## config.mk

```make
export PLATFORM = sky130hd
export DESIGN_NAME = mitm_mode_engine
export DESIGN_NICKNAME = d
export VERILOG_FILES = /design/src/rtl/mitm_pkg.sv /design/src/rtl/mitm_tx_queue.sv /design/src/rtl/mitm_mode_engine.sv
export SDC_FILE = /design/constraint.sdc
export NUM_CORES = 1
export LEC_CHECK = 0
export ABC_AREA = 1
export BUFFER_PORTS_ARGS = -buffer_cell sky130_fd_sc_hd__clkbuf_2
export CAP_MARGIN = 20
export CELL_PAD_IN_SITES_DETAIL_PLACEMENT = 0
export CELL_PAD_IN_SITES_GLOBAL_PLACEMENT = 1
export CORE_UTILIZATION = 49
export CTS_CLUSTER_DIAMETER = 30
export CTS_CLUSTER_SIZE = 10
export DETAILED_ROUTE_END_ITERATION = 10
export GPL_TIMING_DRIVEN = 0
export PLACE_DENSITY = 0.94
export SYNTH_ARGS = -nofsm -noshare
export SYNTH_HDL_FRONTEND = slang
export SYNTH_SLANG_ARGS = --single-unit
export TNS_END_PERCENT = 100
```

## constraint.sdc

```tcl
create_clock -name sys_clk -period 7.7 [get_ports sys_clk]
set_input_delay 0.77 -clock sys_clk [delete_from_list [all_inputs] [get_ports sys_clk]]
set_output_delay 0.77 -clock sys_clk [all_outputs]
set_load 0.01 [all_outputs]
```

## src/rtl/mitm_pkg.sv

```systemverilog
// Shared definitions for the MITM mode engine: mode codes, TX handshake
// states and the letter-rotation helpers used by the ROT transform.
package mitm_pkg;

  localparam int NUM_MODES = 5;

  localparam logic [NUM_MODES-1:0] MODE_FORWARD     = 5'b00001;
  localparam logic [NUM_MODES-1:0] MODE_SUB0_BLOCK1 = 5'b00010;
  localparam logic [NUM_MODES-1:0] MODE_SUB1_BLOCK0 = 5'b00100;
  localparam logic [NUM_MODES-1:0] MODE_ROT         = 5'b01000;
  localparam logic [NUM_MODES-1:0] MODE_XOR         = 5'b10000;

  typedef enum logic [1:0] {
    TX_IDLE        = 2'd0,
    TX_START       = 2'd1,
    TX_WAIT_ACCEPT = 2'd2,
    TX_WAIT_DONE   = 2'd3
  } tx_state_t;

  localparam logic [7:0] CHAR_UPPER_A = 8'h41;
  localparam logic [7:0] CHAR_UPPER_Z = 8'h5A;
  localparam logic [7:0] CHAR_LOWER_A = 8'h61;
  localparam logic [7:0] CHAR_LOWER_Z = 8'h7A;

  function automatic logic is_letter(input logic [7:0] c);
    return ((c >= CHAR_UPPER_A) && (c <= CHAR_UPPER_Z)) ||
           ((c >= CHAR_LOWER_A) && (c <= CHAR_LOWER_Z));
  endfunction

  // Caller guarantees c is a letter and shift is 0..25; case is preserved.
  function automatic logic [7:0] rot_letter(input logic [7:0] c, input logic [4:0] shift);
    logic [7:0] base;
    logic [7:0] off;
    base = (c >= CHAR_LOWER_A) ? CHAR_LOWER_A : CHAR_UPPER_A;
    off  = c - base + {3'b000, shift};
    if (off >= 8'd26) off = off - 8'd26;
    return base + off;
  endfunction

  function automatic logic [7:0] rot_fwd(input logic [7:0] c, input logic [4:0] key);
    return is_letter(c) ? rot_letter(c, key) : c;
  endfunction

  // Inverse rotation is a forward rotation by the complement within the alphabet.
  function automatic logic [7:0] rot_inv(input logic [7:0] c, input logic [4:0] key);
    logic [4:0] shift;
    shift = (key == 5'd0) ? 5'd0 : (5'd26 - key);
    return is_letter(c) ? rot_letter(c, shift) : c;
  endfunction

endpackage

```

## src/rtl/mitm_tx_queue.sv

```systemverilog
// Per-direction word buffer with sticky drop flag and a send handshake FSM.
//
// state          | meaning
// ---------------+-----------------------------------------------------
// TX_IDLE        | waiting for a buffered word and an idle transmitter
// TX_START       | start pulse out, head word presented, head popped
// TX_WAIT_ACCEPT | waiting for the transmitter to drop send_ready
// TX_WAIT_DONE   | waiting for the transmitter to raise send_ready again
module mitm_tx_queue
  import mitm_pkg::*;
#(
  parameter int DATA_W = 8,
  parameter int DEPTH  = 4
) (
  input  logic              sys_clk,
  input  logic              rst,
  input  logic              push,
  input  logic [DATA_W-1:0] push_data,
  input  logic              send_ready,
  output logic              send_start,
  output logic [DATA_W-1:0] send_data,
  output logic              empty,
  output logic              idle,
  output logic              overflow
);

  localparam int PTR_W = $clog2(DEPTH);

  logic [DATA_W-1:0] mem [DEPTH];
  logic [PTR_W-1:0]  wr_ptr;
  logic [PTR_W-1:0]  rd_ptr;
  logic [PTR_W:0]    count;
  tx_state_t         state;
  tx_state_t         state_nxt;
  logic              load;
  logic              full;
  logic              push_ok;

  assign empty   = (count == '0);
  assign full    = (count == (PTR_W+1)'(DEPTH));
  // A full buffer still accepts a word in the cycle its head is popped.
  assign push_ok = push && (!full || send_start);

  // Storage write; contents need no reset because count governs validity.
  always_ff @(posedge sys_clk) begin
    if (push_ok) mem[wr_ptr] <= push_data;
  end

  // Pointers, occupancy and the sticky drop flag.
  always_ff @(posedge sys_clk) begin
    if (rst) begin
      wr_ptr   <= '0;
      rd_ptr   <= '0;
      count    <= '0;
      overflow <= 1'b0;
    end else begin
      if (push_ok)    wr_ptr <= wr_ptr + 1'b1;
      if (send_start) rd_ptr <= rd_ptr + 1'b1;
      case ({push_ok, send_start})
        2'b10:   count <= count + 1'b1;
        2'b01:   count <= count - 1'b1;
        default: count <= count;
      endcase
      if (push && full && !send_start) overflow <= 1'b1;
    end
  end

  // State register and outgoing word, latched as the FSM enters TX_START.
  always_ff @(posedge sys_clk) begin
    if (rst) begin
      state     <= TX_IDLE;
      send_data <= '0;
    end else begin
      state <= state_nxt;
      if (load) send_data <= mem[rd_ptr];
    end
  end

  // Handshake sequencing and per-state outputs.
  always_comb begin
    state_nxt  = state;
    load       = 1'b0;
    send_start = 1'b0;
    idle       = 1'b0;
    case (state)
      TX_IDLE: begin
        idle = 1'b1;
        if (!empty && send_ready) begin
          state_nxt = TX_START;
          load      = 1'b1;
        end
      end
      TX_START: begin
        send_start = 1'b1;
        state_nxt  = TX_WAIT_ACCEPT;
      end
      TX_WAIT_ACCEPT: if (!send_ready) state_nxt = TX_WAIT_DONE;
      TX_WAIT_DONE:   if (send_ready)  state_nxt = TX_IDLE;
      default:        state_nxt = TX_IDLE;
    endcase
  end

endmodule

```

## src/rtl/mitm_mode_engine.sv

```systemverilog
// MITM mode engine: transforms intercepted words per the active mode,
// buffers them per direction and replays them on the fake send path.
// Mode changes wait until both directions are fully drained.
module mitm_mode_engine
  import mitm_pkg::*;
#(
  parameter int         NUM_DATA_BITS = 8,
  parameter int         FIFO_DEPTH    = 4,
  parameter int         ROT_KEY       = 13,
  parameter logic [7:0] XOR_KEY       = 8'h20,
  parameter logic [7:0] SUB_CHAR0     = 8'h23,
  parameter logic [7:0] SUB_CHAR1     = 8'h24
) (
  input  logic                     sys_clk,
  input  logic                     rst,
  input  logic [NUM_MODES-1:0]     mode_select,
  output logic [NUM_MODES-1:0]     mode_active,
  output logic                     mode_pending,
  input  logic                     if0_recv_new_data_ready,
  input  logic                     if1_recv_new_data_ready,
  input  logic [NUM_DATA_BITS-1:0] real_if0_recv_data,
  input  logic [NUM_DATA_BITS-1:0] real_if1_recv_data,
  input  logic                     if0_send_ready,
  input  logic                     if1_send_ready,
  output logic                     fake_if0_send_select,
  output logic                     fake_if1_send_select,
  output logic                     fake_if0_send_start,
  output logic                     fake_if1_send_start,
  output logic [NUM_DATA_BITS-1:0] fake_if0_send_data,
  output logic [NUM_DATA_BITS-1:0] fake_if1_send_data,
  output logic [1:0]               overflow
);

  localparam logic [4:0]               ROT_KEY_W = 5'(ROT_KEY);
  localparam logic [NUM_DATA_BITS-1:0] XOR_MASK  = NUM_DATA_BITS'(XOR_KEY);
  localparam logic [NUM_DATA_BITS-1:0] SUB0_W    = NUM_DATA_BITS'(SUB_CHAR0);
  localparam logic [NUM_DATA_BITS-1:0] SUB1_W    = NUM_DATA_BITS'(SUB_CHAR1);

  logic [NUM_MODES-1:0]     mode_req;
  logic                     fake_select;
  logic                     push_01, push_10;
  logic [NUM_DATA_BITS-1:0] push_data_01, push_data_10;
  logic                     empty_01, empty_10, idle_01, idle_10;
  logic                     drained;

  // Only plain bytes are rotated; anything with upper bits set passes through.
  function automatic logic [NUM_DATA_BITS-1:0] rot_word(input logic [NUM_DATA_BITS-1:0] w,
                                                        input logic inv);
    logic [NUM_DATA_BITS-1:0] r;
    r = w;
    if ((w >> 8) == '0) r[7:0] = inv ? rot_inv(w[7:0], ROT_KEY_W) : rot_fwd(w[7:0], ROT_KEY_W);
    return r;
  endfunction

  assign mode_pending         = (mode_req != mode_active);
  assign drained              = empty_01 && empty_10 && idle_01 && idle_10 &&
                                !if0_recv_new_data_ready && !if1_recv_new_data_ready;
  assign fake_if0_send_select = fake_select;
  assign fake_if1_send_select = fake_select;

  // Request capture, deferred mode application, and select lagging mode by one cycle.
  always_ff @(posedge sys_clk) begin
    if (rst) begin
      mode_req    <= MODE_FORWARD;
      mode_active <= MODE_FORWARD;
      fake_select <= 1'b0;
    end else begin
      if ($onehot(mode_select)) mode_req <= mode_select;
      if (mode_pending && drained) mode_active <= mode_req;
      fake_select <= (mode_active != MODE_FORWARD);
    end
  end

  // Push decision and transformed word per direction under the active mode.
  always_comb begin
    push_01      = 1'b0;
    push_10      = 1'b0;
    push_data_01 = '0;
    push_data_10 = '0;
    case (mode_active)
      MODE_SUB0_BLOCK1: begin
        push_01      = if0_recv_new_data_ready;
        push_data_01 = SUB1_W;
      end
      MODE_SUB1_BLOCK0: begin
        push_10      = if1_recv_new_data_ready;
        push_data_10 = SUB0_W;
      end
      MODE_ROT: begin
        push_01      = if0_recv_new_data_ready;
        push_data_01 = rot_word(real_if0_recv_data, 1'b0);
        push_10      = if1_recv_new_data_ready;
        push_data_10 = rot_word(real_if1_recv_data, 1'b1);
      end
      MODE_XOR: begin
        push_01      = if0_recv_new_data_ready;
        push_data_01 = real_if0_recv_data ^ XOR_MASK;
        push_10      = if1_recv_new_data_ready;
        push_data_10 = real_if1_recv_data ^ XOR_MASK;
      end
      default: ;
    endcase
  end

  mitm_tx_queue #(.DATA_W(NUM_DATA_BITS), .DEPTH(FIFO_DEPTH)) u_q01 (
    .sys_clk    (sys_clk),
    .rst        (rst),
    .push       (push_01),
    .push_data  (push_data_01),
    .send_ready (if1_send_ready),
    .send_start (fake_if1_send_start),
    .send_data  (fake_if1_send_data),
    .empty      (empty_01),
    .idle       (idle_01),
    .overflow   (overflow[0])
  );

  mitm_tx_queue #(.DATA_W(NUM_DATA_BITS), .DEPTH(FIFO_DEPTH)) u_q10 (
    .sys_clk    (sys_clk),
    .rst        (rst),
    .push       (push_10),
    .push_data  (push_data_10),
    .send_ready (if0_send_ready),
    .send_start (fake_if0_send_start),
    .send_data  (fake_if0_send_data),
    .empty      (empty_10),
    .idle       (idle_10),
    .overflow   (overflow[1])
  );

endmodule

```

======== Yosys cells after proc, flatten, opt, wreduce, memory -nomap -nowiden ========
Memories as Yosys holds them, arrays and structs flattened. A register that Yosys moved wholly into a read port is not among the register bits.
Index checks and enable logic that the tools add are counted.
word-level totals
  output and inout bits ................... 28
  input bits .............................. 27
  RAM bits ................................ 64
  memories kept ........................... 2
  logic and storage cells ................. 146
  register bits ........................... 31
memory list
  memory     depth  width  read ports  clocked after memory_dff  write ports  RTL line             source
  u_q01.mem  4      8      1           1                         1            mitm_tx_queue.sv:29  logic [DATA_W-1:0] mem [DEPTH];
  u_q10.mem  4      8      1           1                         1            mitm_tx_queue.sv:29
operators by class
  equality and inequality tests ........... 25
  reductions and logical operators ........ 40
  bitwise logic cells ..................... 2
  mux-type cells .......................... 34
  add/sub/neg operators ................... 20
  order comparisons ....................... 10
operator list
  kind                 count
  $mux 8               6
  $pmux 8 s3           2
  $ge 8x7->1 const B   4
  $le 8x7->1 const B   4
  $logic_and 1x1->1    18
  $add 7x8->8          2
  $add 8x4->8 const B  2
  $ge 8x5->1 const B   2
  $pmux 2 s4           2
  $sub 8x5->8 const B  2
  $sub 8x7->8          2
  $mux 1               14
  $eq 2x2->1 const B   6
  $mux 2               6
  $mux 6               2
  $pmux 3 s2           2
  $add 2x1->2 const B  4
  $eq 2x1->1 const B   4
  $logic_not 1->1      8
  $ne 2x2->1 const B   4
  $add 3x1->3 const B  2
  $eq 3x3->1 const B   2
  $logic_not 3->1      2
  $reduce_and 3->1     2
  17 further kinds     27

======== Depth between registers and ports, before layout ========
Gate-level depths: netlist of the first run.
  word-level depth ........................ 10
  mapped depth ............................ 25
  depth with buffers taken out ............ 25

======== Modules after synthesis ========
Synthesis of the first run repeated with hierarchy kept, for this count alone.
second synthesis, totals
  cells, all modules ...................... 868
  area total of the unflattened synthesis .. 6891.6 um2
by module, submodules not included
  module                 area each (um2)  sequential area each (um2)  cells an instance  instances
  mitm_mode_engine       2416.1           220.2                       389                1
  mitm_tx_queue (u_q10)  2238.4           1321.3                      240                1
  mitm_tx_queue (u_q01)  2237.1           1321.3                      239                1

======== Worst setup path before layout of the first run ========
Ideal clock, no wire load.
  path type ............................... input-to-reg
  start point ............................. input real_if0_recv_data[2]
  end point ............................... memory u_q01.mem[0][7] (data pin)
  cell stages on the path ................. 22
  buffers on the path ..................... 0
  slack ................................... 3.780 ns
  data required time ...................... 7.435 ns
  arrival time ............................ 3.655 ns
  library setup time ...................... 0.265 ns
  cells stage by stage .................... inv_2 > ha_1 > nand2_1 > or3_1 > a31oi_1 > ha_1 > ha_1 > inv_1 > nand3_1 > nand3_2 > nor2_4 > nand2_4 > a21oi_1 > a21oi_1 > ha_1 > inv_1 > nor2_1 > nand3_2 > nand3_1 > nand3_1 > nand2_1 > nand2_1
on the way
  word-level cells in the longest chain between the ends .. 10
  elaborated cells between the ends (all ways) .. 17
  classes of those cells .................. 4 x add/sub; 5 x order compare; 5 x mux; 3 x reduce/logical
ends and longest elaborated chain
  item                                       RTL line                        source
  from (decl)                                mitm_mode_engine.sv:21          input logic [NUM_DATA_BITS-1:0] real_if0_recv_data,
  $ge 8x7->1                                 mitm_pkg.sv:27, mitm_pkg.sv:34
  $mux 6                                     mitm_pkg.sv:34                  base = (c >= CHAR_LOWER_A) ? CHAR_LOWER_A : CHAR_UPPER_A;
  $sub 8x7->8                                mitm_pkg.sv:35                  off = c - base + {3'b000, shift};
  $add 8x4->8                                mitm_pkg.sv:35
  $sub 8x5->8 or $ge 8x5->1 (tied branches)  mitm_pkg.sv:36                  if (off >= 8'd26) off = off - 8'd26;
  $mux 8 (2 in a row)                        -
  $add 7x8->8                                mitm_pkg.sv:37                  return base + off;
  $mux 8 *                                   mitm_pkg.sv:41                  return is_letter(c) ? rot_letter(c, key) : c;
  $pmux 8 s3 *                               mitm_mode_engine.sv:80          case (mode_active)
  via push_data_01[7]                        mitm_mode_engine.sv:42          logic [NUM_DATA_BITS-1:0] push_data_01, push_data_10;
  to (decl)                                  mitm_tx_queue.sv:29
Mark *: on every way through the listed nets, which the timed path passes. The rest lies on a longest branch. The select of a mux whose other input is x is not followed.

======== Worst setup path in the final report of the first run ========
  start point ............................. input real_if0_recv_data[2]
  end point ............................... memory u_q01.mem[2][7] (data pin)
Same word-level chain as after synthesis.

==> run metrics, run 1 <==
P&R area growth vs syn 12.0%; VDD IR max 0.000108 V; Synth Warn # 0; Starting Density a little over 50%; Core ar. roughly 0.013 mm2; GPL Wtd Cong approximately 0.86; CTS Sinks around 110; hold-fix buffer count after cts 0; die area roughly 0.014 mm2; Synth top area share 29.8%; Worst setup endpoint u_q01.mem[2][7]$_DFFE_PP_; RSZ-0062 raised after global routing no; Startpoint Class primary input; period utilization roughly 54%; Placed Cells roughly 1000; Std-Cell Rows 41; clk_skew approximately 0.0082 ns; Tot GR Track Use roughly 23%; crit path capture type flop; Detailed Route WL about 15000 um; CTS root buffer clkbuf_16; post-route cell area approximately 0.0072 mm2; Clock Path Buffers 2; Die Span Y approximately 120 um; layout cells sized above 1 between 10% and 20%; most common cell after layout, fill and taps aside inv_1; Net Sw Power 0.646 mW; Slew HR between 40% and 50%; drt drc 0; CP Launch Point real_if0_recv_data[2]; #FFs+latches synth roughly 110; critical path required time approximately 7.8 ns; Static Leak 3.14 nW; DRT antenna net count 0; # setup viols final 0; vias after detailed routing between 5000 and 6000; Pre-antenna DRT Iters 6; reg2reg path depth 9; fin cells approximately 1000; initial antenna violation count 0; origin of the critical flop-to-flop path mode_active[1]$_SDFFE_PP0P_; Post-Syn Area per Cell between 8 and 9 um2; outcome completed; post-cts sizing count 0; Worst Path Arrival about 4.2 ns; Area contributors post-synth edfxtp_1, dfxtp_1, ha_1, inv_1, o21ai_0; Seq pwr share a little over two fifths; io pins 55; Sw Ratio 36.6%; post-synth cell types 39; grt total ovfl 0; fin. max-slew vios 0; Placement Setup Slack ~3.2 ns; syn_nets between 800 and 900; 1st-iter DRT viols 516; clock power share around 25%; # port buffers 54; Setup Buffers After CTS 0; Avg WL per Cell 14.5 um; worst skew pair latency 0.35 ns; max-capacitance violation count 0; HPWL after DPL 11100 um; hold wc startpoint u_q10.send_data[2]$_SDFFE_PP0P_; Post-DP Area 0.00693 mm2; r2r setup slk approximately 5.1 ns; TritonCTS clock tree yes; final design utilization a little under three fifths; vias in the first global route 4981; H-tree Lvls 3; CP Max Fanout 8; Vias/cell 5.34; commonest non-fill, non-tap cells in the layout inv_1, nand2_1, nor2_1; post-route minimum period about 4.1 ns; TNS Setup 0 ns; final net count between 900 and 1000; WS Path Type primary input to flop; clock-pin slew on the worst setup and hold paths 0.07 ns; worst slew pin tran 0.797 ns; fmax ~240 MHz; Cells after Synth about 770; FF-to-FF End u_q10.mem[0][4]$_DFFE_PP_; first-pass GRT wire length ~24000 um; Power Density roughly 250 mW/mm2; largest net degree at the start of global routing 21; clock buffer count from CTS 9; chip width approximately 120 um; post-synthesis cell area around 0.0064 mm2; Pint about 1.1 mW; Comb pwr share around a third; antenna cell count 0; Synth area leader edfxtp_1; fillers about 1200; final hold violations 0; Seq/Total Area, Yosys 44.4%; Final WS setup roughly 3.6 ns; min-delay worst type flop to flop
## cells in the mapped netlist (all sizes together)
cell	number
nand2	112
fa	4
a21oi	57
buf	4
edfxtp	64
nand4	9
o22ai	19
o21ai	90
dfxtp	47
o211ai	4
a21o	1
nor3	6
a31oi	2
clkinv	1
nand3b	1
or3	1
a211oi	1
inv	120
xor2	7
nand3	51
dlymetal6s2s	1
clkbuf	13
ha	45
o311ai	1
and2	1
a221oi	3
o31ai	1
o21a	2
nor2	96
xnor2	4
## power by group through the flow
stage / registers (mW) / logic, mW / clock network [mW]
floorplan: 0.754 / 0.400 / 0
global placement: 0.744 / 0.561 / 0
detailed placement: 0.748 / 0.585 / 0
CTS: 0.736 / 0.588 / 0.452
global route: 0.744 / 0.670 / 0.474
finish: 0.736 / 0.588 / 0.443
## logic make-up after synthesis
family	share of synthesized area, %
AND/OR/NAND/NOR	20.5
flip-flops	44.4
XOR/XNOR	1.50
adder cells (fa/ha/maj)	9.98
buffers and inverters	8.57
AO/OA/AOI/OAI	15.1
## routing by layer
| layer | up-vias | wire length [um] | global-route usage, % |
|---|---|---|---|
| met3 | 20 | 1020 | 4.77 |
| met4 | 0 | 234 | 8.27 |
| met1 | 2481 | 6630 | 29.8 |
| met5 | - | 0 | 0 |
| li1 | 2701 | - | - |
| met2 | 194 | 6760 | 36.4 |
## final cells by class
type / count / area [um2] / share of cell area (%)
Tap cell: 172 / 215 / 2.98
Multi-Input combinational cell: 518 / 3030 / 42.0
Sequential cell: 111 / 2860 / 39.7
Timing Repair Buffer: 54 / 270 / 3.75
Clock inverter: 6 / 56.3 / 0.781
Clock buffer: 10 / 229 / 3.17
Inverter: 121 / 454 / 6.30
Buffer: 18 / 97.6 / 1.35
## worst max-delay path, stage by stage
cell,delay [ns]
clkbuf_2,0.13
inv_2,0.15
ha_1,0.18
nand2_1,0.11
or3_1,0.36
a31oi_1,0.21
ha_1,0.31
ha_1,0.37
inv_1,0.05
nand3_1,0.11
nand3_2,0.13
nor2_4,0.17
nand2_4,0.10
a21oi_1,0.13
a21oi_1,0.06
ha_1,0.29
inv_1,0.07
nor2_1,0.13
nand3_2,0.09
nand3_1,0.07
nand3_1,0.08
nand2_1,0.06
nand2_1,0.09
## through the flow
step / hold WS, ns / power, mW
after global routing: 0.464 / 1.89
after global placement: 0.436 / 1.30
after detailed placement: 0.444 / 1.33
after floorplan: 0.442 / 1.15
after CTS: 0.455 / 1.78
final: 0.446 / 1.77
## how the worst min path moves through the flow
stage	endpoint	slack (ns)	cells past startpoint
6_report	u_q10.send_data[2]$_SDFFE_PP0P_	0.45	2
5_1_grt	u_q01.send_data[2]$_SDFFE_PP0P_	0.46	2
4_1_cts	u_q10.send_data[2]$_SDFFE_PP0P_	0.45	2
3_5_place_dp	u_q10.send_data[2]$_SDFFE_PP0P_	0.44	2
3_3_place_gp	u_q01.send_data[6]$_SDFFE_PP0P_	0.44	2
2_1_floorplan	u_q01.overflow$_SDFFE_PP0P_	0.44	1
## state kept, by name, summed over array words and instances, names as in the netlist, 2 cells and up
signal and flops:
u_q10.state 2, u_q10.send_data 8, u_q01.send_data 8, u_q01.state 2, u_q01.rd_ptr 2, u_q10.mem 32, u_q10.rd_ptr 2, u_q01.wr_ptr 2
u_q01.count 3, u_q10.count 3, u_q10.wr_ptr 2, u_q01.mem 32, mode_active 5, mode_req 5
Power figures use the tool's default switching activity.
==> inputs of run 2 (changes only) <==
--- a/config.mk
+++ b/config.mk
@@ -10,12 +10,12 @@
 export CAP_MARGIN = 20
 export CELL_PAD_IN_SITES_DETAIL_PLACEMENT = 0
 export CELL_PAD_IN_SITES_GLOBAL_PLACEMENT = 1
-export CORE_UTILIZATION = 49
+export CORE_UTILIZATION = 46
 export CTS_CLUSTER_DIAMETER = 30
 export CTS_CLUSTER_SIZE = 10
 export DETAILED_ROUTE_END_ITERATION = 10
 export GPL_TIMING_DRIVEN = 0
-export PLACE_DENSITY = 0.94
+export PLACE_DENSITY = 0.9
 export SYNTH_ARGS = -nofsm -noshare
 export SYNTH_HDL_FRONTEND = slang
 export SYNTH_SLANG_ARGS = --single-unit
==> constraint.sdc (replaced) <==
create_clock -name sys_clk -period 3.9 [get_ports sys_clk]
set_input_delay 0.39 -clock sys_clk [delete_from_list [all_inputs] [get_ports sys_clk]]
set_output_delay 0.39 -clock sys_clk [all_outputs]
set_load 0.01 [all_outputs]
==> run 2 against run 1 <==
Clock-buffer cell count fell by 1. First-iteration DRC count fell by 13%. Via count fell by 4.4%. Design area is 1.5% higher. Critical path type unchanged. Critical endpoint is now u_q01.mem[1][6]$_DFFE_PP_.
==> run metrics, run 2 (synthesized netlist as in run 1, its figures left out) <==
Std-Cell Rows 42 (was 41); initial antenna violation count 0 (unchanged); fin. max-slew vios 0 (unchanged); CP Max Fanout 7 (was 8); storage element area 0.00286 mm2 (unchanged); clock-pin slew on the worst setup and hold paths 0.08 ns (was 0.07 ns); DRT antenna net count 0 (unchanged); # setup viols final 0 (unchanged); Crit-path slowest cell or3_4 (was ha_1); grt total ovfl 0 (unchanged); crit path capture type flop (unchanged); r2r setup slk 1.27 ns (was 5.10 ns); max-capacitance violation count 0 (unchanged); most common cell after layout, fill and taps aside inv_1 (unchanged); Die Span Y 120 um (was 117 um); post-route minimum period around 3.6 ns; cell breakdown of the critical path clkbuf_2 > inv_4 > ha_1 > nand2_1 > or3_4 > a31oi_4 > ha_4 > ha_1 > inv_1 > nand3_1 > nand3_2 > nor2_4 > nand2_4 > a21oi_1 > a21oi_1 > ha_1 > inv_1 > nor2_1 > nand3_1 > nand2_1 > nand2_1 > nand2_1 > o21ai_1 > inv_1 (was clkbuf_2 > inv_2 > ha_1 > nand2_1 > or3_1 > a31oi_1 > ha_1 > ha_1 > inv_1 > nand3_1 > nand3_2 > nor2_4 > nand2_4 > a21oi_1 > a21oi_1 > ha_1 > inv_1 > nor2_1 > nand3_2 > nand3_1 > nand3_1 > nand2_1 > nand2_1); fillers 1280 (was 1202); cell mode on critical path nand2_1 (was ha_1); outcome completed (unchanged); Vias/cell 5.07 (was 5.34); Static Leak 3.18 nW (was 3.14 nW); post-route cell area 0.00732 mm2 (was 0.00721 mm2); Tot GR Track Use 20.6% (was 22.5%); Power Density 490 mW/mm2 (was 245 mW/mm2); critical path required time 3.99 ns (was 7.79 ns); Starting Density 47.9% (was 50.6%); Largest stage delay, worst path 0.37 ns (about the same); chip width 120 um (was 117 um); HPWL after DPL 10500 um (was 11100 um); min-delay worst type primary input to flop (was flop to flop); Avg WL per Cell 13.9 um (was 14.5 um); Startpoint Class primary input (unchanged); CTS Sinks 111 (unchanged); clock buffer count from CTS 9 (unchanged); 1st-iter DRT viols 447 (was 516); Pwr Total 3.58 mW (was 1.77 mW); largest net degree at the start of global routing 23 (was 21); Critical path buffers and inverters 5 (was 4); vias in the first global route 4833 (was 4981); RSZ-0062 raised after global routing no (unchanged); TritonCTS clock tree yes (unchanged); Detailed Route WL 14100 um (was 14600 um); fmax ~280 MHz; H-tree Lvls 3 (unchanged); Core ar. 0.0135 mm2 (was 0.0127 mm2); WS Path Type primary input to flop (unchanged); commonest non-fill, non-tap cells in the layout inv_1, nand2_1, nor2_1 (unchanged); vias after detailed routing 5160 (was 5396); Post-DP Area 0.00693 mm2 (about the same); Clock Path Buffers 2 (unchanged); final design utilization 54.4% (was 56.7%); worst skew pair latency 0.35 ns (about the same); hold-fix buffer count after cts 0 (unchanged); final hold violations 0 (unchanged); Placed Cells 998 (was 994); fin cells 1017 (was 1010); Worst path top cell family by delay simple AND/OR/NAND/NOR gates (unchanged); Pre-antenna DRT Iters 5 (was 6); Min Hold Slack 0.255 ns (was 0.446 ns); clk_skew 0.00955 ns (was 0.00818 ns); die area 0.0145 mm2 (was 0.0136 mm2); period utilization around 90%; # port buffers 54 (unchanged); Slew HR 44.1% (was 46.7%); Worst Path Arrival 3.65 ns (was 4.23 ns); P&R area growth vs syn 13.6% (was 12.0%); drt drc 0 (unchanged); first-pass GRT wire length 23600 um (was 23700 um); area of the multi-input gates 0.00306 mm2 (was 0.00303 mm2); biggest regs u_q01.mem x32, u_q10.mem x32 (unchanged); io pins 55 (unchanged); layout cells sized above 1 14.9% (was 14.1%); VDD IR max 0.000217 V (was 0.000108 V); GPL Wtd Cong 0.840 (was 0.856); CTS root buffer clkbuf_16 (unchanged); final net count 912 (was 909); worst slew pin tran 0.836 ns (was 0.797 ns); antenna cell count 0 (unchanged)
run 2: worst paths after layout:
check | from | end | depth (start not counted)
worst max-delay path | real_if0_recv_data[3] | u_q01.mem[1][6]$_DFFE_PP_ | 24
worst min-delay path | rst | fake_if0_send_select$_SDFF_PP0_ | 2
worst max register to register | mode_active[2]$_SDFFE_PP0P_ | u_q10.mem[3][0]$_DFFE_PP_ | 9
worst min register to register | u_q10.send_data[0]$_SDFFE_PP0P_ | u_q10.send_data[0]$_SDFFE_PP0P_ | 2
run 2: area by class of cell:
cell class / count / area share [%]
Sequential cell: 111 / 39.1
Tap cell: 176 / 3.01
Multi-Input combinational cell: 518 / 41.8
Buffer: 18 / 1.33
Timing Repair Buffer: 57 / 4.00
Inverter: 121 / 6.27
Clock buffer: 9 / 3.08
Clock inverter: 7 / 1.40
run 2: worst reg2reg max path: cells and delay by family (launching register included):
family                 cells  cell delay [ns]
buffers and inverters      2             0.21
DFF                        1             0.36
and+or+nand+nor            7             1.69
run 2: per-layer routing:
layer  share of wire [%]  vias up  track usage [%]
met4                 1.4        0             7.10
li1                    -     2709                -
met2                  45      115             32.5
met3                 4.3       13             1.79
met1                  49     2323             29.8
met5                   0        -                0
run 2: timing repair:
| action | 4_1_cts | 5_1_grt |
|---|---|---|
| buffers inserted | 0 | 3 |
| gates resized for setup | 0 | 6 |
| setup endpoints to repair | 0 | 12 |
run 2: through the flow:
stage | setup TNS [ns] | setup WS [ns]
after detailed placement | -3.28 | -0.274
final | 0 | 0.339
after CTS | 0 | 0.0945
after floorplan | 0 | 0.360
after global placement | -3.37 | -0.291
after global routing | 0 | 0.0386
run 2: power breakdown:
part	total [mW]	switching, mW	leakage [nW]	internal, mW
sequential	1.45	0.0945	0.948	1.36
combinational	1.15	0.738	2.07	0.412
clock	0.983	0.459	0.160	0.523
==> inputs of run 3 (changes only) <==
--- a/config.mk
+++ b/config.mk
@@ -10,6 +10,7 @@
 export CAP_MARGIN = 20
 export CELL_PAD_IN_SITES_DETAIL_PLACEMENT = 0
 export CELL_PAD_IN_SITES_GLOBAL_PLACEMENT = 1
+export CORE_ASPECT_RATIO = 1.5
 export CORE_UTILIZATION = 46
 export CTS_CLUSTER_DIAMETER = 30
 export CTS_CLUSTER_SIZE = 10
==> run 3 against run 2 <==
Non-clock buffer count fell by 2. Critical endpoint is now u_q01.mem[3][6]$_DFFE_PP_. Critical path type unchanged. Routed wire length grew 1.6%. First-iteration DRC count decreased by 62%. Die area about the same. Global-route usage fell by 0.20 points. Largest power group unchanged. Hold slack got worse by 0.010 ns. Design area fell by 0.89%. Largest cell class unchanged.
==> run metrics, run 3 (synthesized netlist as in run 1, its figures left out) <==
Clock Path Buffers 2 (unchanged); storage element area 0.00286 mm2 (unchanged); chip width 98.6 um (was 120 um); P&R area growth vs syn 12.6% (was 13.6%); fmax 277 MHz (was 281 MHz); Min Hold Slack 0.245 ns (was 0.255 ns); Power Density 480 mW/mm2 (was 490 mW/mm2); clock buffer count from CTS 9 (unchanged); CP Max Fanout 8 (was 7); crit path capture type flop (unchanged); hold wc startpoint rst (unchanged); vias after detailed routing 5183 (was 5160); RSZ-0062 raised after global routing no (unchanged); outcome completed (unchanged); GPL Wtd Cong 0.875 (was 0.840); Startpoint Class primary input (unchanged); CTS Sinks 111 (unchanged); final net count 910 (was 912); 1st-iter DRT viols 168 (was 447); largest net degree at the start of global routing 21 (was 23); fin cells 1001 (was 1017); Pre-antenna DRT Iters 4 (was 5); Seq pwr share 41.6% (was 40.5%); # setup viols final 0 (unchanged); Detailed Route WL 14400 um (was 14100 um); commonest non-fill, non-tap cells in the layout inv_1, nand2_1, nor2_1 (unchanged); Starting Density 47.4% (was 47.9%); Slew HR 46.5% (was 44.1%); DRT antenna net count 0 (unchanged); worst slew pin tran 0.799 ns (was 0.836 ns); Static Leak 3.15 nW (was 3.18 nW); antenna cell count 0 (unchanged); clk_skew 0.00936 ns (was 0.00955 ns); WS Path Type primary input to flop (unchanged); origin of the critical flop-to-flop path mode_active[4]$_SDFFE_PP0P_ (was mode_active[2]$_SDFFE_PP0P_); most common cell after layout, fill and taps aside inv_1 (unchanged); fin. max-slew vios 0 (unchanged); Post-DP Area 0.00691 mm2 (was 0.00693 mm2); CTS root buffer clkbuf_16 (unchanged); final hold violations 0 (unchanged); Placement Setup Slack -0.255 ns (was -0.274 ns); initial antenna violation count 0 (unchanged); Pint 2.22 mW (was 2.29 mW); clock power share 25.3% (was 27.4%); Worst Path Arrival 3.70 ns (was 3.65 ns); # port buffers 54 (unchanged); CP Launch Point real_if0_recv_data[2] (was real_if0_recv_data[3]); io pins 55 (unchanged); Net Sw Power 1.26 mW (was 1.29 mW); post-route minimum period 3.61 ns (was 3.56 ns); Placed Cells 984 (was 998); biggest regs u_q01.mem x32, u_q10.mem x32 (unchanged); Avg WL per Cell 14.3 um (was 13.9 um); vias in the first global route 5132 (was 4833); HPWL after DPL 10800 um (was 10500 um); layout cells sized above 1 14.8% (was 14.9%); area of the multi-input gates 0.00307 mm2 (was 0.00306 mm2); post-route cell area 0.00725 mm2 (was 0.00732 mm2); max-capacitance violation count 0 (unchanged); worst skew pair latency 0.35 ns (about the same); clock-pin slew on the worst setup and hold paths 0.07 ns (was 0.08 ns); Die Span Y 147 um (was 120 um); die area 0.0145 mm2 (about the same); VDD IR max 0.000291 V (was 0.000217 V); TritonCTS clock tree yes (unchanged); Vias/cell 5.18 (was 5.07); first-pass GRT wire length 23500 um (was 23600 um); Final WS setup 0.289 ns (was 0.339 ns); min-delay worst type primary input to flop (unchanged); grt total ovfl 0 (unchanged); Sw Ratio 36.3% (was 36.1%); Tot GR Track Use 20.4% (was 20.6%); drt drc 0 (unchanged); Comb pwr share 33.1% (was 32.1%); Core ar. 0.0136 mm2 (was 0.0135 mm2); critical path required time 3.99 ns (about the same); Pwr Total 3.48 mW (was 3.58 mW); fillers 1310 (was 1280); H-tree Lvls 3 (unchanged); Std-Cell Rows 52 (was 42); period utilization 92.6% (was 91.3%)
-- run 3: cell type report --
cell class	count	share of cell area, %
multi-input cells	518	42.3
well taps	162	2.79
inverters	121	6.30
repair buffers	55	3.83
clock buffers	9	3.10
clock inverters	7	0.845
flip-flops and latches	111	39.5
plain buffers	18	1.35
-- run 3: critical path, stage by stage --
cell	delay, ns
clkbuf_2	0.16
inv_4	0.13
ha_1	0.17
nand2_1	0.09
or3_1	0.40
a31oi_4	0.21
ha_4	0.25
ha_4	0.28
inv_1	0.04
nand3_1	0.10
nand3_2	0.13
nor2_4	0.16
nand2_4	0.09
a21oi_1	0.14
a21oi_1	0.06
ha_1	0.29
inv_1	0.10
nor2_1	0.05
nand3_1	0.09
nand2_1	0.07
nand2_1	0.06
nand2_1	0.04
o21ai_1	0.11
inv_1	0.10
-- run 3: repair_timing --
item                                    in CTS  in global routing
endpoints found under the setup margin       0                 12
hold buffers                                 0                  0
gates resized for setup                      0                  6
setup buffers                                0                  1
-- run 3: through the flow --
step / setup TNS (ns) / utilization (%)
CTS: 0 / 53.0
detailed placement: -2.84 / 50.8
finish: 0 / 53.3
floorplan: 0 / -
global placement: -1.87 / 50.8
global route: 0 / 53.3
-- run 3: path summary, 6_finish.rpt --
kind         cells past startpoint                              end  slack [ns]
max reg2reg                      9        u_q10.mem[0][0]$_DFFE_PP_        1.38
min reg2reg                      2  u_q01.send_data[0]$_SDFFE_PP0P_        0.44
max                             24        u_q01.mem[3][6]$_DFFE_PP_        0.29
min                              2  fake_if0_send_select$_SDFF_PP0_        0.24
-- run 3: metal layers --
layer | share of wire [%] | track usage (%) | vias up | wire length, um
met3 | 4.0 | 3.85 | 22 | 572
li1 | - | - | 2703 | -
met5 | 0 | 0 | - | 0
met4 | 2.2 | 8.06 | 0 | 320
met1 | 42 | 23.3 | 2354 | 6050
met2 | 52 | 37.4 | 104 | 7410
-- run 3: power groups by stage --
stage               Clock [mW]  Combinational (mW)  Sequential (mW)
floorplan                    0               0.789             1.49
global placement             0                1.12             1.47
detailed placement           0                1.14             1.47
CTS                      0.901                1.15             1.45
global route             0.941                1.31             1.47
finish                   0.880                1.15             1.45
